File: config.mk
export PLATFORM = sky130hd
export DESIGN_NAME = filter_frame_sequencer
export DESIGN_NICKNAME = d
export VERILOG_FILES = /design/src/rtl/pix_pkg.sv /design/src/rtl/filter_frame_sequencer_delay_line.sv /design/src/rtl/filter_frame_sequencer.sv
export SDC_FILE = /design/constraint.sdc
export NUM_CORES = 1
export LEC_CHECK = 0
export CORE_UTILIZATION = 30
export DETAILED_ROUTE_END_ITERATION = 6
export GPL_TIMING_DRIVEN = 0
export PLACE_DENSITY = 0.66
export SETUP_SLACK_MARGIN = 0.3
export SYNTH_ARGS = -nofsm -noshare
export SYNTH_HDL_FRONTEND = slang
export SYNTH_SLANG_ARGS = --single-unit
File: constraint.sdc
create_clock -name clk -period 1.9 [get_ports clk]
set_input_delay 0.38 -clock clk [delete_from_list [all_inputs] [get_ports clk]]
set_output_delay 0.38 -clock clk [all_outputs]
set_load 0.01 [all_outputs]
File: src/rtl/pix_pkg.sv
// pix_pkg: shared pixel format and sequencer state encoding
package pix_pkg;
    localparam int PIX_W = 24;
    localparam int CH_W  = 8;
    localparam logic [1:0] S_IDLE  = 2'd0;
    localparam logic [1:0] S_RUN   = 2'd1;
    localparam logic [1:0] S_DRAIN = 2'd2;
    localparam logic [1:0] S_DONE  = 2'd3;
    typedef struct packed {
        logic [CH_W-1:0] r;
        logic [CH_W-1:0] g;
        logic [CH_W-1:0] b;
    } pix_t;
endpackage

File: src/rtl/filter_frame_sequencer_delay_line.sv
// delay_line: fixed-depth shift register with async clear and sync flush; depth 0 is a wire
module delay_line #(
    parameter int W     = 1,
    parameter int DEPTH = 1
) (
    input  logic         clk,
    input  logic         rst,
    input  logic         flush,
    input  logic [W-1:0] d,
    output logic [W-1:0] q
);
    if (DEPTH == 0) begin : g_wire
        assign q = d;
    end else begin : g_reg
        logic [W-1:0] s [DEPTH];
        // shift one stage per cycle; flush empties every stage at once
        always_ff @(posedge clk or negedge rst)
            if (!rst)
                for (int i = 0; i < DEPTH; i++) s[i] <= '0;
            else if (flush)
                for (int i = 0; i < DEPTH; i++) s[i] <= '0;
            else begin
                s[0] <= d;
                for (int i = 1; i < DEPTH; i++) s[i] <= s[i-1];
            end
        assign q = s[DEPTH-1];
    end
endmodule

File: src/rtl/filter_frame_sequencer.sv
// filter_frame_sequencer: streams a frame through a fixed-latency filter into an output buffer
module filter_frame_sequencer
    import pix_pkg::*;
#(
    parameter int WIDTH   = 320,
    parameter int HEIGHT  = 240,
    parameter int ADDR_W  = 17,
    parameter int RD_LAT  = 1,
    parameter int FLT_LAT = 3
) (
    input  logic              clk,
    input  logic              rst,
    input  logic              start,
    input  logic              abort,
    input  logic              mode,
    output logic              busy,
    output logic              done,
    output logic              rd_en,
    output logic [ADDR_W-1:0] rd_addr,
    input  logic [PIX_W-1:0]  rd_data,
    output logic [CH_W-1:0]   flt_r_o,
    output logic [CH_W-1:0]   flt_g_o,
    output logic [CH_W-1:0]   flt_b_o,
    input  logic [CH_W-1:0]   flt_r_i,
    input  logic [CH_W-1:0]   flt_g_i,
    input  logic [CH_W-1:0]   flt_b_i,
    output logic              wr_en,
    output logic [ADDR_W-1:0] wr_addr,
    output logic [PIX_W-1:0]  wr_data
);
    localparam int N = WIDTH * HEIGHT;
    localparam int L = RD_LAT + FLT_LAT;
    localparam logic [ADDR_W-1:0] LAST = ADDR_W'(N - 1);

    logic [1:0]       state;
    logic             mode_q;
    logic             flush;
    logic [PIX_W-1:0] byp_data;
    pix_t             px;

    assign px      = rd_data;
    assign flt_r_o = px.r;
    assign flt_g_o = px.g;
    assign flt_b_o = px.b;
    assign rd_en   = state == S_RUN;
    assign busy    = state == S_RUN || state == S_DRAIN;
    assign done    = state == S_DONE;
    assign flush   = abort && busy;
    assign wr_data = wr_en ? (mode_q ? byp_data : {flt_r_i, flt_g_i, flt_b_i}) : '0;

    // frame FSM and read address counter; abort while busy returns straight to idle
    always_ff @(posedge clk or negedge rst)
        if (!rst) begin
            state   <= S_IDLE;
            rd_addr <= '0;
            mode_q  <= 1'b0;
        end else if (flush)
            state <= S_IDLE;
        else
            case (state)
                S_IDLE:
                    if (start && !abort) begin
                        state   <= S_RUN;
                        rd_addr <= '0;
                        mode_q  <= mode;
                    end
                S_RUN:
                    if (rd_addr == LAST) state <= S_DRAIN;
                    else rd_addr <= rd_addr + 1'b1;
                S_DRAIN:
                    if (wr_en && wr_addr == LAST) state <= S_DONE;
                default:
                    state <= S_IDLE;
            endcase

    delay_line #(.W(1), .DEPTH(L)) u_valid (
        .clk(clk), .rst(rst), .flush(flush), .d(rd_en), .q(wr_en)
    );

    delay_line #(.W(ADDR_W), .DEPTH(L)) u_addr (
        .clk(clk), .rst(rst), .flush(flush), .d(rd_addr), .q(wr_addr)
    );

    delay_line #(.W(PIX_W), .DEPTH(FLT_LAT)) u_byp (
        .clk(clk), .rst(rst), .flush(flush), .d(rd_data), .q(byp_data)
    );
endmodule

==> flow_summary.json <==
{
  "status": "finished with violations",
  "violations": "setup timing",
  "rsz0062_at_grt": "yes",
  "worstPathArrival_ps": 2340,
  "syn-num-nets": 595,
  "grt_pass1_wl_um": 24460,
  "wire_per_inst_um": 15.53,
  "coreArea_mm2": 0.02129,
  "crit_slowest_cell": "or4_4",
  "endpoint_kind": "flip-flop",
  "ir_drop_uv": 721.0,
  "place_ws_ps": -652.1,
  "fin_crit_sh": 1.047,
  "avgSynthCellArea_um2": 12.32,
  "initial_core_util": 0.3103,
  "worst-path-max-fanout": 8,
  "grt_use_total": 0.1434,
  "port_buffers": 138,
  "yosysSeqAreaShare": 0.6213,
  "swShare": 0.2995,
  "chipWidth_um": 150.4,
  "grt_start_max_net_pins": 127,
  "leakage_nw": 4.863,
  "start_kind": "flip-flop",
  "crit_required_ps": 2260,
  "numCtsBuffers": 17,
  "async_flop_share": 1.000,
  "clock.fmax_ghz": 0.5027,
  "path_cells": "inv_2, ha_4, a21boi_4, mux2_4, o31ai_4, or4_4, a21oi_2",
  "p_int_mw": 9.346,
  "wl_um": 16270,
  "gp_congestion": 0.8122,
  "drt-pass1-iter-count": 5,
  "post-route-util": 0.4718,
  "p_comb_frac": 0.388,
  "overflow": 0,
  "fp-row-count": 53,
  "synth_area_leaders": "dfrtp_1 62%, and2_1 13%, buf_4 4.8%",
  "grt_pass1_vias": 4606,
  "fillCellCount": 1847,
  "pin_count": 139,
  "hold_viol": 0,
  "drive_gt1_frac": 0.3790,
  "diodes": 0,
  "worst_slew_pin_slew_ps": 740.0,
  "power_frac_seq": 0.353,
  "clk_pin_slew_worst_paths_ps": 60,
  "period_minus_slack_ps": 1989,
  "multi_input_area_mm2": 0.002430,
  "layout_setup_ws_ps": -89.14,
  "critical_path.max_stage_delay_ps": 440,
  "antenna_found_initial": 0,
  "worstSkewPairLatency_ps": 430,
  "final-setup-viol-count": 7,
  "syn_inst": 536,
  "vias": 4614,
  "antenna_left": 0,
  "remaining_drc_errors": 0,
  "hold_path_class": "in -> reg",
  "path_buf_inv": 1,
  "power_density_mw_per_mm2": 1329,
  "root_buffer": "clkbuf_16",
  "ys_types": 48,
  "switching_power_mw": 3.997,
  "path_class": "reg -> reg",
  "cts_max_level": 4,
  "synth_top_cell_area_share": 0.6213,
  "cts.sinks": 164,
  "nNetsFinal": 819,
  "yosysWarnings": 0,
  "cts.path.max_buffers": 2,
  "drv_cap": 0,
  "drt_iter0_markers": 301,
  "synthesis.area_mm2": 0.006605,
  "seqCellArea_mm2": 0.004119,
  "synth_ff_type": "dfrtp_1",
  "die_area_mm2": 0.02261,
  "synth_largest_area_cell": "dfrtp_1",
  "slew_viol_final": 0,
  "pwr-share-clk": 0.259,
  "maxSlewHeadroom": 0.5067,
  "synth.most_common_cell": "dfrtp_1",
  "die_h_um": 150.4,
  "synth_common_cells": "164 x dfrtp_1, 141 x and2_1, 42 x buf_4",
  "dp_hpwl_um": 9780,
  "fin_skew_ps": 5.524,
  "crit_family": "compound AO/OA/AOI/OAI gates",
  "synth-edff-count": 0,
  "post_drt_via_cell_ratio": 4.403,
  "cts_tree": "built",
  "ys_ff_latch": 164,
  "areaGrowthSynthToFinish_pct": 52.06
}
[power groups by stage]
stage	sequential [mW]	clock [mW]	combinational (mW)
2_1_floorplan	4.71	0	2.05
3_3_place_gp	4.84	0	3.22
3_5_place_dp	4.85	0	3.28
4_1_cts	4.71	3.55	4.17
5_1_grt	4.81	3.71	5.57
6_report	4.71	3.46	5.17
[path summary, 6_finish.rpt]
path / startpoint / endpoint / slack [ps] / cells past startpoint
hold reg to reg: u_byp.g_reg.s[30] / u_byp.q[6] / 440 / 1
setup / recovery: state[1] / rd_addr[16] / -90 / 7
hold / removal: rd_data[22] / u_byp.g_reg.s[70] / 230 / 2
setup reg to reg: state[1] / rd_addr[16] / -90 / 7
max in group asynchronous: rst / u_valid.q / 560 / 3
min in group asynchronous: rst / rd_addr[12] / 420 / 2
[state kept, by name, indices dropped and copies added (netlist names)]
register and flops:
u_addr.g_reg.s 51, u_byp.g_reg.s 48, u_byp.q 24, rd_addr 17, u_addr.q 17, u_valid.g_reg.s 3
state 2, mode_q 1, u_valid.q 1
[area by class of cell]
cell class / count / area share
Buffer: 65 / 0.06466
Clock buffer: 20 / 0.04547
Clock inverter: 12 / 0.01445
Inverter: 4 / 0.001495
Multi-Input combinational cell: 304 / 0.2419
Sequential cell: 164 / 0.4101
Tap cell: 275 / 0.03426
Timing Repair Buffer: 204 / 0.1876
[stage by stage]
stage | cells | hold WS [ps] | cell area [um^2] | setup TNS [ps] | total power, mW
floorplan | 536 | 84.41 | 6671 | -21.31 | 6.769
global placement | 949 | 431.1 | 8397 | -1020960 | 8.057
detailed placement | 950 | 273.8 | 8429 | -42100 | 8.124
CTS | 1029 | 362.7 | 9632 | -163.2 | 12.42
global route | 1048 | 241.1 | 10040 | -1402 | 14.10
finish | 1048 | 230.8 | 10040 | -311.8 | 13.34
[cells by family after synthesis]
| logic type | after synthesis | share of synthesized area |
|---|---|---|
| and+or+nand+nor | 233 | 0.2167 |
| DFF | 164 | 0.6213 |
| buffers and inverters | 69 | 0.06725 |
| AOI/OAI and AO/OA | 31 | 0.03391 |
| muxes | 28 | 0.04281 |
| adders and majority gates | 6 | 0.01137 |
| xor gates and xnor gates | 5 | 0.006630 |
[per-layer routing]
metal	GRT usage	share of wire
met3	0.03576	0.053
met5	0	0
met1	0.1809	0.42
met2	0.2332	0.51
met4	0.06111	0.022
[cells in the final DEF (no fill, tap or decap), drive strengths merged, types with 3 or more instances in the layout]
cell / Yosys / layout
clkdlybuf4s50: 0 / 45
clkinv: 0 / 5
nor2: 12 / 12
nand3: 12 / 12
buf: 43 / 159
clkdlybuf4s15: 0 / 31
dlymetal6s2s: 0 / 5
dfrtp: 164 / 164
or4: 3 / 3
clkbuf: 22 / 38
dlygate4sd2: 0 / 10
nand3b: 3 / 3
nand2: 11 / 12
nor2b: 26 / 26
nand4: 6 / 6
and2: 142 / 142
and3: 4 / 4
ha: 6 / 6
nand2b: 3 / 3
o31ai: 6 / 6
mux2i: 26 / 26
a21oi: 5 / 5
xnor2: 4 / 4
inv: 4 / 8
o211ai: 5 / 5
o21ai: 4 / 4
[repair_timing]
| action | in CTS | in global routing |
|---|---|---|
| gates resized for setup | 336 | 140 |
| buffers inserted | 46 | 12 |
| pin swaps | 35 | 22 |
| setup endpoints to repair | 247 | 208 |
| gates cloned | 0 | 7 |
| endpoints found under the hold margin | 38 | 0 |
| hold buffers | 1 | 0 |
Note: power is estimated with default switching activity, not from simulation.
==> RTL edit (same flow settings) <==
Set the parameter `FLT_LAT` to 5 (it was 3).
--- a/src/rtl/filter_frame_sequencer.sv
+++ b/src/rtl/filter_frame_sequencer.sv
@@ -6,7 +6,7 @@
     parameter int HEIGHT  = 240,
     parameter int ADDR_W  = 17,
     parameter int RD_LAT  = 1,
-    parameter int FLT_LAT = 3
+    parameter int FLT_LAT = 5
 ) (
     input  logic              clk,
     input  logic              rst,
Formal check against the unedited RTL: not equivalent (a bounded check fails within 10 cycles, from zero or initial values and one cycle with rst low).
==> RTL edit against the unedited design <==
  * Synthesized cell count grew 35%
  * Clock power grew 40%
  * Total power grew 49%
  * Critical endpoint is now rd_addr[13]$_DFFE_PN0P_
  * Area after synthesis grew 41%
  * Setup slack lost 0.075 ns
  * Routed wire length grew 34%
  * Cell area grew 41%
  * Count of clock-buffer cells in the layout grew 16
  * First-iteration DRC count shrank 18%
  * The flow still finishes with violations (setup timing)
  * Global-route usage shrank 1.1 points
  * Sequential cell count grew 84
  * Final cell count grew 35%
  * Clock skew grew 0.0034 ns
==> RTL edit: results (changes against the unedited design) <==
vias: 5966  # +29%
synth_area_leaders: "dfrtp_1, and2_1, buf_4"
critPathMaxStageDelay_ns: 0.40  # -0.04 ns
yosysSeqAreaShare_pct: 66.8  # +4.7 points
p_leak_nw: 7.10  # +46%
place_congestion: 0.778  # -4.2%
worstReg2RegEnd: "rd_addr[13]$_DFFE_PN0P_"
status: "finished with violations"
worst_slack_ns: -0.164  # -0.0747 ns
htreeDepth: 1  # -3
cts_max_path_buffers: 3  # +1
insertion_delay_ns: 0.51  # +0.08 ns
portBuffers: 137  # -0.72%
yosys-top-cells-count: "dfrtp_1, and2_1, buf_4, clkbuf_1, nor2b_1"
cts_buffers: 24  # +7
worst_pin_slew_ns: 0.643  # -0.0965 ns
dp.final_hpwl_um: 12100  # +24%
regMostFlops: "u_byp.g_reg.s"
grt_usage_pct: 13.3  # -1.1 points
grt_pass1_wl_um: 32700  # +34%
worstRegToRegCells: 10  # +3
grt_max_degree: 132  # +3.9%
nNetsFinal: 1059  # +29%
yosysUniqueCellTypes: 49  # +2.1%
violations: "setup timing"
setup_violations: 42  # +35
drive_above_1_share_pct: 52.0  # +14 points
setup-tns-final_ns: -3.08  # -2.76 ns
[RTL edit: changes by cell type in the layout (fill, tap and decap cells not counted), moves of 6 or more]
cell             delta
dfrtp_1            +83
and2_1             -47
clkbuf_16          +17
clkbuf_2           +12
nand3_1             -6
and2_4            +129
buf_8              +14
clkdlybuf4s50_1     -6
buf_2              +21
a21oi_1             +9
clkbuf_8            +6
clkdlybuf4s15_1    -23
buf_4              +13
[RTL edit: cell type report]
class	instances	area share, %
multi-input combinational	395	24.0
tap	396	3.49
inverter	7	0.212
buffer	76	5.82
clock inverter	8	0.653
timing repair buffer	248	16.8
sequential	248	43.9
clock buffer	36	5.19
[RTL edit: routing by layer]
layer,GRT usage (%),routed length (um)
met5,0,0
met3,2.57,1060
met4,3.70,391
met1,16.4,8810
met2,23.4,11500
[RTL edit: cell families (layout without fill, tap and decap cells)]
kind of cell    count (synthesis)  after routing  synth area share, %
compound gates                 49             49                 3.60
fa+ha+maj                       6              6                0.808
buf+inv                        83            375                 5.08
flops                         248            248                 66.8
mux                            28             28                 3.10
simple gates                  309            312                 20.6
[RTL edit: through the flow]
stage / total power, W / cells / cell area (um^2)
floorplan: 0.00932 / 723 / 9380
CTS: 0.0190 / 1386 / 13700
global placement: 0.0107 / 1256 / 11200
finish: 0.0199 / 1414 / 14200
global route: 0.0209 / 1414 / 14200
detailed placement: 0.0108 / 1258 / 11300
[RTL edit: what timing repair did]
| item | CTS | global route |
|---|---|---|
| setup endpoints to repair | 328 | 410 |
| setup buffers | 62 | 21 |
| cloned | 21 | 7 |
| hold buffers | 1 | 0 |
| hold endpoints to repair | 130 | 0 |
| pin swaps | 160 | 23 |
| resized for setup | 587 | 123 |
[RTL edit: how the worst min path moves through the flow]
stage / startpoint / to / slack [ns] / cells after the start
floorplan: rst / mode_q$_DFFE_PN0P_ / 0.08 / 0
global placement: u_addr.g_reg.s[26]$_DFF_PN0_ / u_addr.q[9]$_DFF_PN0_ / 0.43 / 1
detailed placement: u_addr.g_reg.s[17]$_DFF_PN0_ / u_addr.q[0]$_DFF_PN0_ / 0.43 / 1
CTS: rd_data[20] / u_byp.g_reg.s[116]$_DFF_PN0_ / 0.29 / 2
global route: rd_data[23] / u_byp.g_reg.s[119]$_DFF_PN0_ / 0.18 / 2
finish: rd_data[22] / u_byp.g_reg.s[118]$_DFF_PN0_ / 0.15 / 2
[RTL edit: where the power goes]
part / switching [W] / internal, W
combinational: 0.00312 / 0.00485
clock: 0.00191 / 0.00295
sequential: 0.000462 / 0.00658
[RTL edit: critical path, delay by kind of cell, from the launching register on]
kind | cells | cell delay (ns)
fa+ha+maj | 1 | 0.22
buf+inv | 4 | 0.48
flops | 1 | 0.40
simple gates | 2 | 0.41
mux | 1 | 0.22
compound gates | 2 | 0.26
